### src/rtl/discharge_controller_if.sv
// Bus bundle for the discharge controller: load/run controls in, charge level and status out.
interface discharge_controller_if #(
    parameter int unsigned n  = 9,
    parameter int unsigned pw = 4
) ();
    logic          load;
    logic [n-1:0]  in;
    logic          start;
    logic          stop;
    logic [3:0]    drain;
    logic [pw-1:0] prescale;
    logic [n-1:0]  level;
    logic [1:0]    state;
    logic          low;
    logic          empty;
    logic          tick;

    modport master (
        output load, in, start, stop, drain, prescale,
        input  level, state, low, empty, tick
    );

    modport slave (
        input  load, in, start, stop, drain, prescale,
        output level, state, low, empty, tick
    );
endinterface

### src/rtl/discharge_controller.sv
// Battery drain model: saturating down-counter on the charge level, paced by a
// programmable prescaler, with IDLE/DRAIN/LOW/EMPTY run states.
module discharge_controller #(
    parameter int unsigned n         = 9,
    parameter int unsigned LOW_LEVEL = 32,
    parameter int unsigned pw        = 4
) (
    input logic                   clk,
    input logic                   rst,
    discharge_controller_if.slave bus
);

    typedef enum logic [1:0] {
        S_IDLE  = 2'b00,
        S_DRAIN = 2'b01,
        S_LOW   = 2'b10,
        S_EMPTY = 2'b11
    } state_e;

    localparam logic [n-1:0] LOW_TH = n'(LOW_LEVEL);

    state_e        state_q;
    logic [n-1:0]  level_q;
    logic [n-1:0]  level_d;
    logic [pw-1:0] presc_q;
    logic          tick_q;
    logic [n:0]    diff;

    // Subtract one bit wider than the level so a borrow shows up as the MSB.
    always_comb begin
        diff    = {1'b0, level_q} - (n+1)'(bus.drain);
        level_d = diff[n] ? '0 : diff[n-1:0];
    end

    function automatic state_e classify(input logic [n-1:0] l);
        if (l == '0)
            return S_EMPTY;
        else if (l < LOW_TH)
            return S_LOW;
        return S_DRAIN;
    endfunction

    always_ff @(posedge clk) begin
        if (rst) begin
            level_q <= '0;
            state_q <= S_IDLE;
            presc_q <= '0;
            tick_q  <= 1'b0;
        end else begin
            tick_q <= 1'b0;
            if (bus.load) begin
                level_q <= bus.in;
                state_q <= S_IDLE;
                presc_q <= '0;
            end else begin
                case (state_q)
                    S_IDLE: begin
                        if (bus.start) begin
                            state_q <= classify(level_q);
                            presc_q <= '0;
                        end
                    end
                    S_DRAIN, S_LOW: begin
                        if (bus.stop) begin
                            state_q <= S_IDLE;
                            presc_q <= '0;
                        // >= so a lowered prescale takes effect at once instead of wrapping.
                        end else if (presc_q >= bus.prescale) begin
                            level_q <= level_d;
                            state_q <= classify(level_d);
                            presc_q <= '0;
                            tick_q  <= 1'b1;
                        end else begin
                            presc_q <= presc_q + pw'(1);
                        end
                    end
                    default: ;
                endcase
            end
        end
    end

    assign bus.level = level_q;
    assign bus.state = state_q;
    assign bus.tick  = tick_q;
    assign bus.empty = (level_q == '0);
    assign bus.low   = (level_q < LOW_TH) && (level_q != '0);

endmodule

### src/flat_wrapper.sv
// flat-port wrapper written by rule: the top's interface ports become plain ports
module discharge_controller_flat 
#(
    parameter int unsigned n         = 9,
    parameter int unsigned LOW_LEVEL = 32,
    parameter int unsigned pw        = 4
)
  (clk, rst, bus_load, bus_in, bus_start, bus_stop, bus_drain, bus_prescale, bus_level, bus_state, bus_low, bus_empty, bus_tick);
  discharge_controller_if #(.n(n), .pw(pw)) bus_i ();
  input logic clk;
  input logic rst;
  input wire logic [$bits(bus_i.load)-1:0] bus_load;
  input wire logic [$bits(bus_i.in)-1:0] bus_in;
  input wire logic [$bits(bus_i.start)-1:0] bus_start;
  input wire logic [$bits(bus_i.stop)-1:0] bus_stop;
  input wire logic [$bits(bus_i.drain)-1:0] bus_drain;
  input wire logic [$bits(bus_i.prescale)-1:0] bus_prescale;
  output wire logic [$bits(bus_i.level)-1:0] bus_level;
  output wire logic [$bits(bus_i.state)-1:0] bus_state;
  output wire logic [$bits(bus_i.low)-1:0] bus_low;
  output wire logic [$bits(bus_i.empty)-1:0] bus_empty;
  output wire logic [$bits(bus_i.tick)-1:0] bus_tick;
  assign bus_i.load = bus_load;
  assign bus_i.in = bus_in;
  assign bus_i.start = bus_start;
  assign bus_i.stop = bus_stop;
  assign bus_i.drain = bus_drain;
  assign bus_i.prescale = bus_prescale;
  assign bus_level = bus_i.level;
  assign bus_state = bus_i.state;
  assign bus_low = bus_i.low;
  assign bus_empty = bus_i.empty;
  assign bus_tick = bus_i.tick;
  discharge_controller #(.n(n), .LOW_LEVEL(LOW_LEVEL), .pw(pw)) u_core (.clk(clk), .rst(rst), .bus(bus_i));
endmodule
### config.mk
export PLATFORM = sky130hd
export DESIGN_NAME = discharge_controller_flat
export DESIGN_NICKNAME = d
export VERILOG_FILES = /design/src/rtl/discharge_controller_if.sv /design/src/rtl/discharge_controller.sv /design/src/flat_wrapper.sv
export SDC_FILE = /design/constraint.sdc
export NUM_CORES = 1
export LEC_CHECK = 0
export CORE_AREA = 5 5 58 60
export CTS_CLUSTER_DIAMETER = 100
export DETAILED_ROUTE_END_ITERATION = 8
export DIE_AREA = 0 0 63 65
export PLACE_DENSITY_LB_ADDON = 0.08
export SLEW_MARGIN = 20
export SYNTH_ARGS = -nofsm -noshare
export SYNTH_HDL_FRONTEND = slang
export SYNTH_SLANG_ARGS = --single-unit
### constraint.sdc
create_clock -name clk -period 3.1 [get_ports clk]
set_input_delay 0.31 -clock clk [delete_from_list [all_inputs] [get_ports clk]]
set_output_delay 0.31 -clock clk [all_outputs]
set_load 0.02 [all_outputs]
# ---- Yosys cells after proc, flatten, opt, wreduce, memory -nomap -nowiden
# Cells that the tools add are included.
dict set report word_totals {
  ff_bits 16
  inputBits 22
  elab_cells 62
}
dict set report classes {
  add_sub_neg 2
  magnitude_cmp 3
  n_eq_ne 5
  muxes 33
  bitwise 1
  n_reduce_logical 14
}
# op count
set op_table {}
lappend op_table {{$mux W9} 5}
lappend op_table {{$logic_not A9 Y1} 2}
lappend op_table {{$lt A9 B6 Y1 const B} 2}
lappend op_table {{$mux W2} 9}
lappend op_table {{$mux W1} 14}
lappend op_table {{$mux W4} 3}
lappend op_table {{$sub A9 B4 Y10} 1}
lappend op_table {{$reduce_bool A9 Y1} 1}
lappend op_table {{$pmux W4 S2} 1}
lappend op_table {{$reduce_and A3 Y1} 2}
lappend op_table {{$reduce_bool A2 Y1} 3}
lappend op_table {{$add A4 B1 Y4 const B} 1}
lappend op_table {{$ge A4 B4 Y1} 1}
lappend op_table {{$ne A2 B2 Y1 const B} 2}
lappend op_table {{$pmux W2 S2} 1}
lappend op_table {{$reduce_or A2 Y1} 2}
lappend op_table {{$reduce_or A4 Y1} 1}
lappend op_table {{$ne A3 B2 Y1 const B} 1}
lappend op_table {{$eq A2 B1 Y1 const B} 1}
lappend op_table {{$eq A2 B2 Y1 const B} 1}
lappend op_table {{$logic_not A2 Y1} 1}
lappend op_table {{$reduce_and A2 Y1} 1}
lappend op_table {{$logic_and A1 B1 Y1} 1}
lappend op_table {{$not A1 Y1} 1}

# ---- Depth between registers and ports, before layout
# Gate-level depths: netlist of run 1.
dict set report logic_depth {
  depth_word 14
  depth_mapped 9
}

# ---- Worst setup path after synthesis of run 1
# OpenSTA, ideal clock, no wires.
dict set report synth_timing {
  path_type {reg-to-reg}
  startpoint {register u_core.level_q[0] (netlist: u_core.bus.level[0])}
  endpoint {register u_core.state_q[0] (netlist: u_core.bus.state[0])}
  setup_time_ns 0.074
  t_arrival_ns 2.409
  t_required_ns 3.026
  path_slack_ns 0.617
  path_stages_with_launch 9
  path_buffers 0
  synth_period_minus_slack_ns 2.483
  cell_sequence {dfxtp_1 -> inv_1 -> ha_1 -> inv_1 -> fa_1 -> xor2_1 -> or3b_2 -> or4b_2 -> a31oi_1}
}
dict set report synth_via {
  elab_chain_len 14
  elab_cells_between_ends 27
}
# element line_no
set synth_rtl {}
lappend synth_rtl {{start, declared} discharge_controller.sv:23} ;# logic [n-1:0] level_q;
lappend synth_rtl {{start signal, assigned} discharge_controller.sv:52} ;# level_q <= bus.in;
lappend synth_rtl {{start signal, assigned} discharge_controller.sv:69} ;# level_q <= level_d;
lappend synth_rtl {{$sub A9 B4 Y10} discharge_controller.sv:31} ;# diff = {1'b0, level_q} - (n+1)'(bus.drain);
lappend synth_rtl {{$mux W9} discharge_controller.sv:32} ;# level_d = diff[n] ? '0 : diff[n-1:0];
lappend synth_rtl {{$lt A9 B6 Y1} discharge_controller.sv:38} ;# else if (l < LOW_TH)
lappend synth_rtl {{$mux W1} discharge_controller.sv:38}
lappend synth_rtl {{$mux W1} discharge_controller.sv:36} ;# if (l == '0)
lappend synth_rtl {{$mux W1} discharge_controller.sv:68} ;# end else if (presc_q >= bus.prescale) begin
lappend synth_rtl {{$mux W1} discharge_controller.sv:64} ;# if (bus.stop) begin
lappend synth_rtl {{$mux W1} discharge_controller.sv:56} ;# case (state_q)
lappend synth_rtl {{$mux W1} discharge_controller.sv:51} ;# if (bus.load) begin
lappend synth_rtl {{$mux W1} discharge_controller.sv:44} ;# if (rst) begin
lappend synth_rtl {{$mux W2} discharge_controller.sv:40} ;# return S_DRAIN;
lappend synth_rtl {{$mux W2} discharge_controller.sv:68}
lappend synth_rtl {{$mux W2} discharge_controller.sv:64}
lappend synth_rtl {{$pmux W2 S2 (*)} discharge_controller.sv:56}
lappend synth_rtl {{end signal, assigned} discharge_controller.sv:59} ;# state_q <= classify(level_q);
lappend synth_rtl {{end signal, assigned} discharge_controller.sv:70} ;# state_q <= classify(level_d);
lappend synth_rtl {{end, declared} discharge_controller.sv:22} ;# state_e state_q;
# Mark *: on every way between the ends. The rest lies on a longest branch, timed or not. The select of a mux whose other input is x is not followed.
# A chain may end at the register's enable or synchronous reset.

# ---- Worst setup path in the final report of run 1
dict set report layout_timing {
  startpoint {input port bus_drain[0]}
  endpoint {register u_core.state_q[0] (netlist: u_core.bus.state[0])}
}
dict set report layout_via {
  elab_chain_len 14
  elab_cells_between_ends 16
}
# element line_no
set layout_rtl {}
lappend layout_rtl {{start, declared} flat_wrapper.sv:16} ;# input wire logic [$bits(bus_i.drain)-1:0] bus_drain;
lappend layout_rtl {{$sub A9 B4 Y10 (*)} discharge_controller.sv:31}
lappend layout_rtl {{$mux W9 (*)} discharge_controller.sv:32}
lappend layout_rtl {{$lt A9 B6 Y1} discharge_controller.sv:38}
lappend layout_rtl {{$mux W1} discharge_controller.sv:38}
lappend layout_rtl {{$mux W1} discharge_controller.sv:36}
lappend layout_rtl {{$mux W1} discharge_controller.sv:68}
lappend layout_rtl {{$mux W1} discharge_controller.sv:64}
lappend layout_rtl {{$mux W1} discharge_controller.sv:56}
lappend layout_rtl {{$mux W1} discharge_controller.sv:51}
lappend layout_rtl {{$mux W1} discharge_controller.sv:44}
lappend layout_rtl {{$mux W2 (*)} discharge_controller.sv:40}
lappend layout_rtl {{$mux W2 (*)} discharge_controller.sv:68}
lappend layout_rtl {{$mux W2 (*)} discharge_controller.sv:64}
lappend layout_rtl {{$pmux W2 S2 (*)} discharge_controller.sv:56}
# Marks and branches as above.

==> metrics, run 1 <==
CTS clk-pin slew, worst paths=0.10 ns; crit path buf inv count=2; post-CTS setup buffer count=0; Initial Utilization=43.48%; count leader, synth=nor2_1; drt first-iter violations=53; ys flop type=dfxtp_1; CP arrival=2.82 ns; post-route cell area=0.001633 mm^2; ANT cells=0; Peak Freq=385.2 MHz; post-synthesis mux area share=2.400%; via count=1271; gr usage total=16.48%; vias in the first global route=1185; max cap viols=0; CTS tree=done; Yosys top cell area share=25.60%; XOR/XNOR share of the synthesized area=3.500%; I/O Buffers=35; Hold Fails Final Rpt=0; Crit Path Class=in -> reg; Final setup viols=0; IR drop worst, VDD=0.2073 mV; Multi-input gate area=830.8 um^2; Commonest cells post-synth=nor2_1 (22), dfxtp_1 (16), inv_1 (16), ha_1 (10), nand2_1 (10); synth unique cells=47; Synth Area in Adders=11.60%; crit-path max cell delay=0.62 ns; first-pass GRT wire length=5499 um; Async S/R FF share, synth=0%; Worst path slowest cell=or4b_2; CP required=3.32 ns; nature of the critical path endpoint=register; number of synthesized flops with an enable pin=0; worst slew pin tran=0.6912 ns; DR WL/cell=13.96 um; placed cells=220; synth warn=0; Post-Route WL=3112 um; placed inst area=0.001610 mm^2; clk_lat worst skew=0.30 ns; Pwr Density=342.3 mW/mm^2; final net count=225; critical path cell sequence=clkdlybuf4s50_1 > ha_1 > inv_1 > fa_1 > xor2_1 > or3b_2 > or4b_2 > a31oi_1; clock sink count=16; mapped cell area=0.001251 mm^2; Die H=65 um; post-synth top area cell=dfxtp_1; Core ar.=0.002878 mm^2; Synthesized Nets=192; hold_ws=0.5347 ns; RSZ-0062 raised after global routing=false; setup TNS=0 ns; # rows=20; die width=63 um; root buffer cell=clkbuf_4; largest net degree at the start of global routing=13; largest family of logic cells by synthesized area=simple AND/OR/NAND/NOR gates; Pre-Repair DR Iteration Count=4; status=finished, final reports clean; flops & latches, synth=16; # fillers=288; Final HPWL DP=2506 um; leading post-synthesis cells by cell area=dfxtp_1 (26%), ha_1 (10%), nor2_1 (6.6%); initial antenna violation count=0; Vias/cell=5.700; Pleak=0.6507 nW; Reg area=320.3 um^2; htree depth=1; crit path launch=bus_drain[0]; Area growth syn-to-layout=30.50%; # DRC=0; crit path time final=2.596 ns; startpoint types=primary input; cts hold-fix bufs=0; fin cells=223; crit-path max FO=3; Post-Synthesis Cells=159; clk buf depth=2; CTS-repair resized insts=0; clock skew=0.009713 ns; type of the most critical hold path=reg -> reg; fraction of layout cells with a size suffix above 1=6.316%; Simple-Gate Fraction of Synth Area=24.60%; grt total ovfl=0; hold_sp=u_core.bus.level[0]$_SDFFE_PP0P_; cell family with most CP delay=simple AND/OR/NAND/NOR gates; Die Footprint=0.004095 mm^2; synthesized area per cell=7.869 um^2; GPL Wtd Cong=0.8301; sequential-to-total area share from yosys stat=25.60%; r2r startpoint=u_core.bus.level[0]$_SDFFE_PP0P_; io pins=36; Slew headroom=52.73%; Final Max Slew Viols=0; Synth Area in Compound Gates=24.30%; post-route clock period utilization=83.74%; antenna viol nets, final=0; CTS Buf Count=3
state kept, by name, summed over array words and instances, names as in the netlist:
register,flops
u_core.bus.level,9
u_core.presc_q,4
u_core.bus.state,2
u_core.bus.tick,1
path summary, 6_finish.rpt:
kind | end | cells after the start | slack (ns)
min reg2reg | u_core.bus.level[0]$_SDFFE_PP0P_ | 2 | 0.53
max | u_core.bus.state[0]$_SDFFE_PP0P_ | 8 | 0.50
max reg2reg | u_core.bus.state[0]$_SDFFE_PP0P_ | 8 | 0.54
min | u_core.bus.level[0]$_SDFFE_PP0P_ | 2 | 0.53
layout by cell type (no fill, tap or decap), types with 2 or more instances in the layout:
| master | instances |
|---|---|
| or2_2 | 2 |
| dfxtp_1 | 16 |
| or4b_1 | 2 |
| inv_1 | 16 |
| nor3_1 | 3 |
| xnor2_1 | 3 |
| nand2_1 | 10 |
| nand2b_1 | 4 |
| a211o_1 | 2 |
| nand3_1 | 5 |
| a31oi_1 | 4 |
| a211oi_1 | 3 |
| mux2i_1 | 3 |
| clkbuf_4 | 3 |
| o31ai_1 | 2 |
| nor2_1 | 22 |
| nor2b_1 | 2 |
| a21oi_1 | 6 |
| o21ai_0 | 4 |
| clkdlybuf4s50_1 | 35 |
| a221oi_1 | 3 |
| a311oi_1 | 6 |
| ha_1 | 10 |
| xor2_1 | 2 |
worst min-delay path, cell delays in order (launching register included):
cell	delay, ns
dfxtp_1	0.36
nand2_1	0.07
a311oi_1	0.07
through the flow:
stage / setup slack, ns / utilization, % / power, mW
CTS: 0.4908 / 56.74 / 0.5628
global placement: 0.2358 / 55.96 / 0.4435
global route: 0.3811 / 56.74 / 0.5970
detailed placement: 0.1820 / 55.96 / 0.4461
floorplan: 0.6172 / - / 0.3717
finish: 0.5040 / 56.74 / 0.5589
where the power goes:
group	internal, mW	total (mW)	switching [mW]
sequential	0.216	0.231	0.0147
combinational	0.101	0.211	0.110
clock	0.0453	0.117	0.0720
cell type report:
type | count | share of cell area, %
clock buffer | 3 | 1.379
inverter | 16 | 3.678
multi-input combinational | 119 | 50.88
sequential | 16 | 19.62
tap | 33 | 2.529
timing repair buffer | 36 | 21.92
routing by layer:
layer	track usage (%)	vias to the layer above	part of all wire, %
met5	0	-	0
met4	6.101	0	2.2
met3	4.333	9	6.5
met2	24.87	37	44
met1	22.34	582	47
li1	-	643	-
kinds of logic after synthesis:
kind of cell,count (synthesis)
mux,3
flops,16
xor+xnor,5
compound gates,40
fa+ha+maj,11
buf+inv,24
simple gates,60
No activity file was read; power rests on OpenSTA's default activity.
==> inputs of run 2 (changes only) <==
--- a/config.mk
+++ b/config.mk
@@ -5,10 +5,10 @@
 export SDC_FILE = /design/constraint.sdc
 export NUM_CORES = 1
 export LEC_CHECK = 0
-export CORE_AREA = 5 5 58 60
+export CORE_AREA = 5 5 60 62
 export CTS_CLUSTER_DIAMETER = 100
 export DETAILED_ROUTE_END_ITERATION = 8
-export DIE_AREA = 0 0 63 65
+export DIE_AREA = 0 0 65 67
 export PLACE_DENSITY_LB_ADDON = 0.08
 export SLEW_MARGIN = 20
 export SYNTH_ARGS = -nofsm -noshare
==> constraint.sdc (replaced) <==
create_clock -name clk -period 2.2 [get_ports clk]
set_input_delay 0.22 -clock clk [delete_from_list [all_inputs] [get_ports clk]]
set_output_delay 0.22 -clock clk [all_outputs]
set_load 0.02 [all_outputs]
==> metrics, run 2 (synthesis gave the netlist of run 1 again) <==
largest net degree at the start of global routing=13 (unchanged); post-route clock period utilization=99.44%; Initial Utilization=42.02% (-1.5 points); RSZ-0062 raised after global routing=true; Final Max Slew Viols=0 (unchanged); worst slew pin tran=0.4760 ns (-0.2152 ns); hold_sp=bus_in[3]; GPL Wtd Cong=0.8846 (+6.6%); io pins=36 (unchanged); CP required=2.43 ns (-0.89 ns); Vias/cell=5.525 (-3.1%); Flop pwr share=34.5% (-6.9 points); max cap viols=0 (unchanged); clock skew=0.006762 ns (-0.002951 ns); CP arrival=2.42 ns (-0.40 ns); clock sink count=16 (unchanged); IR drop worst, VDD=0.2605 mV (+26%); combinational share of power=43.9% (+6.2 points); CTS tree=done; crit path time final=2.188 ns; Slew headroom=68.02% (+15 points); antenna viol nets, final=0 (unchanged); DR WL/cell=14.09 um (+0.96%); fraction of layout cells with a size suffix above 1=27.68% (+21 points); die width=65 um (+3.2%); Hold Fails Final Rpt=0 (unchanged); max reg flops=9 (unchanged); setup TNS=0 ns (unchanged); Area growth syn-to-layout=57.50%; clock share of power=21.6% (+0.6 points); vias in the first global route=1463 (+23%); internal power=0.6204 mW (+71%); Hold Path Sink=u_core.bus.level[3]$_SDFFE_PP0P_; type of the most critical hold path=in -> reg; Worst Hold Path Cells=3 (+1); leading cell types in the layout, fill and taps excluded=buf_4 (33), clkdlybuf4s50_1 (32), nor2_1 (21); drt first-iter violations=47 (-11%); crit-path max FO=3 (unchanged); hold_ws=0.4926 ns (-0.04217 ns); status=finished, final reports clean; CTS Buf Count=3 (unchanged); htree depth=1 (unchanged); Die Footprint=0.004355 mm^2 (+6.3%); CTS clk-pin slew, worst paths=0.10 ns (about the same); Final setup viols=0 (unchanged); FF-to-FF setup slack=0.01 ns (-0.53 ns); clk_lat worst skew=0.29 ns (about the same); final net count=258 (+15%); # fillers=249 (-14%); ANT cells=0 (unchanged); Sw Pwr=0.3059 mW (+56%); via count=1420 (+12%); Worst R2R Path Depth=8 (unchanged); root buffer cell=clkbuf_4; Die H=67 um (+3.1%); Pleak=0.8361 nW (+28%); Design Power=0.9263 mW (+66%); Final HPWL DP=2919 um (+16%); Pwr Density=470.0 mW/mm^2 (+37%); commonest non-fill, non-tap cell in the layout=buf_4; Core ar.=0.002978 mm^2 (+3.5%); # DRC=0 (unchanged); startpoint types=register; Post-Route WL=3621 um (+16%); Pre-Repair DR Iteration Count=4 (unchanged); Peak Freq=457.1 MHz; nature of the critical path endpoint=register; Switching Share=33.03% (-2.1 points); Crit Path Class=reg -> reg; # rows=20 (unchanged); clk buf depth=2 (unchanged); gr usage total=17.67% (+1.2 points); first-pass GRT wire length=6154 um (+12%); initial antenna violation count=0 (unchanged); grt total ovfl=0 (unchanged); capturing point of the worst reg2reg path=u_core.bus.state[0]$_SDFFE_PP0P_; I/O Buffers=35 (unchanged); r2r startpoint=u_core.bus.level[0]$_SDFFE_PP0P_
[run 2: changes by cell type in the layout (fill, tap and decap cells not counted), moves of 2 or more]
cell | previous run | this run
buf_4 | 1 | 33
dlygate4sd2_1 | 0 | 3
clkdlybuf4s50_1 | 35 | 32
or4b_4 | 0 | 2
dfxtp_1 | 16 | 14
inv_1 | 16 | 14
ha_1 | 10 | 8
[run 2: worst max-delay path by stage]
stage	end	cells after the start	startpoint
4_1_cts	u_core.bus.state[0]$_SDFFE_PP0P_	8	u_core.bus.level[0]$_SDFFE_PP0P_
3_3_place_gp	u_core.bus.state[0]$_SDFFE_PP0P_	8	bus_drain[0]
2_1_floorplan	u_core.bus.level[8]$_SDFFE_PP0P_	9	u_core.bus.level[0]$_SDFFE_PP0P_
6_report	u_core.bus.state[0]$_SDFFE_PP0P_	8	u_core.bus.level[0]$_SDFFE_PP0P_
5_1_grt	u_core.bus.state[0]$_SDFFE_PP0P_	8	u_core.bus.level[0]$_SDFFE_PP0P_
3_5_place_dp	u_core.bus.state[0]$_SDFFE_PP0P_	8	bus_drain[0]
[run 2: layer usage]
| metal | track usage, % | vias up | share of wire (%) |
|---|---|---|---|
| li1 | - | 707 | - |
| met1 | 19.07 | 660 | 42 |
| met2 | 33.97 | 41 | 51 |
| met3 | 3.035 | 12 | 3.7 |
| met4 | 6.596 | 0 | 2.9 |
| met5 | 0 | - | 0 |
[run 2: timing repair]
action | CTS | global route
pin swaps | 1 | 6
hold buffers | 0 | 0
setup endpoints to repair | 4 | 10
resized for setup | 3 | 14
setup buffers | 1 | 2
[run 2: final cells by class]
type                    instances  area, um^2  area share [%]
well taps                      33       41.29           2.095
multi-input cells             119       899.6           45.65
repair buffers                 69       605.6           30.73
clock buffers                   4       36.28           1.841
flip-flops and latches         16       325.3           16.51
inverters                      16       62.56           3.175
[run 2: metrics by stage]
stage	util [%]	cell area (um^2)	setup WS, ns	cells
after floorplan	-	1276	0.02201	159
after global placement	62.48	1861	-0.2983	250
after detailed placement	62.48	1861	-0.3482	250
after CTS	63.82	1901	0.01152	255
after global routing	66.18	1971	-0.05360	257
final	66.18	1971	0.01233	257
[run 2: power by group through the flow]
stage,combinational (mW),clock (mW),sequential [mW]
final,0.407,0.200,0.320
after global routing,0.448,0.218,0.322
after floorplan,0.188,0,0.343
after CTS,0.385,0.204,0.319
after detailed placement,0.384,0,0.326
after global placement,0.378,0,0.325
[run 2: worst max-delay path, stage by stage, from the launching register on]
cell,delay [ns]
dfxtp_4,0.36
inv_4,0.05
ha_4,0.12
inv_2,0.03
fa_2,0.39
xor2_2,0.19
or3b_4,0.37
or4b_4,0.48
a31oi_1,0.13
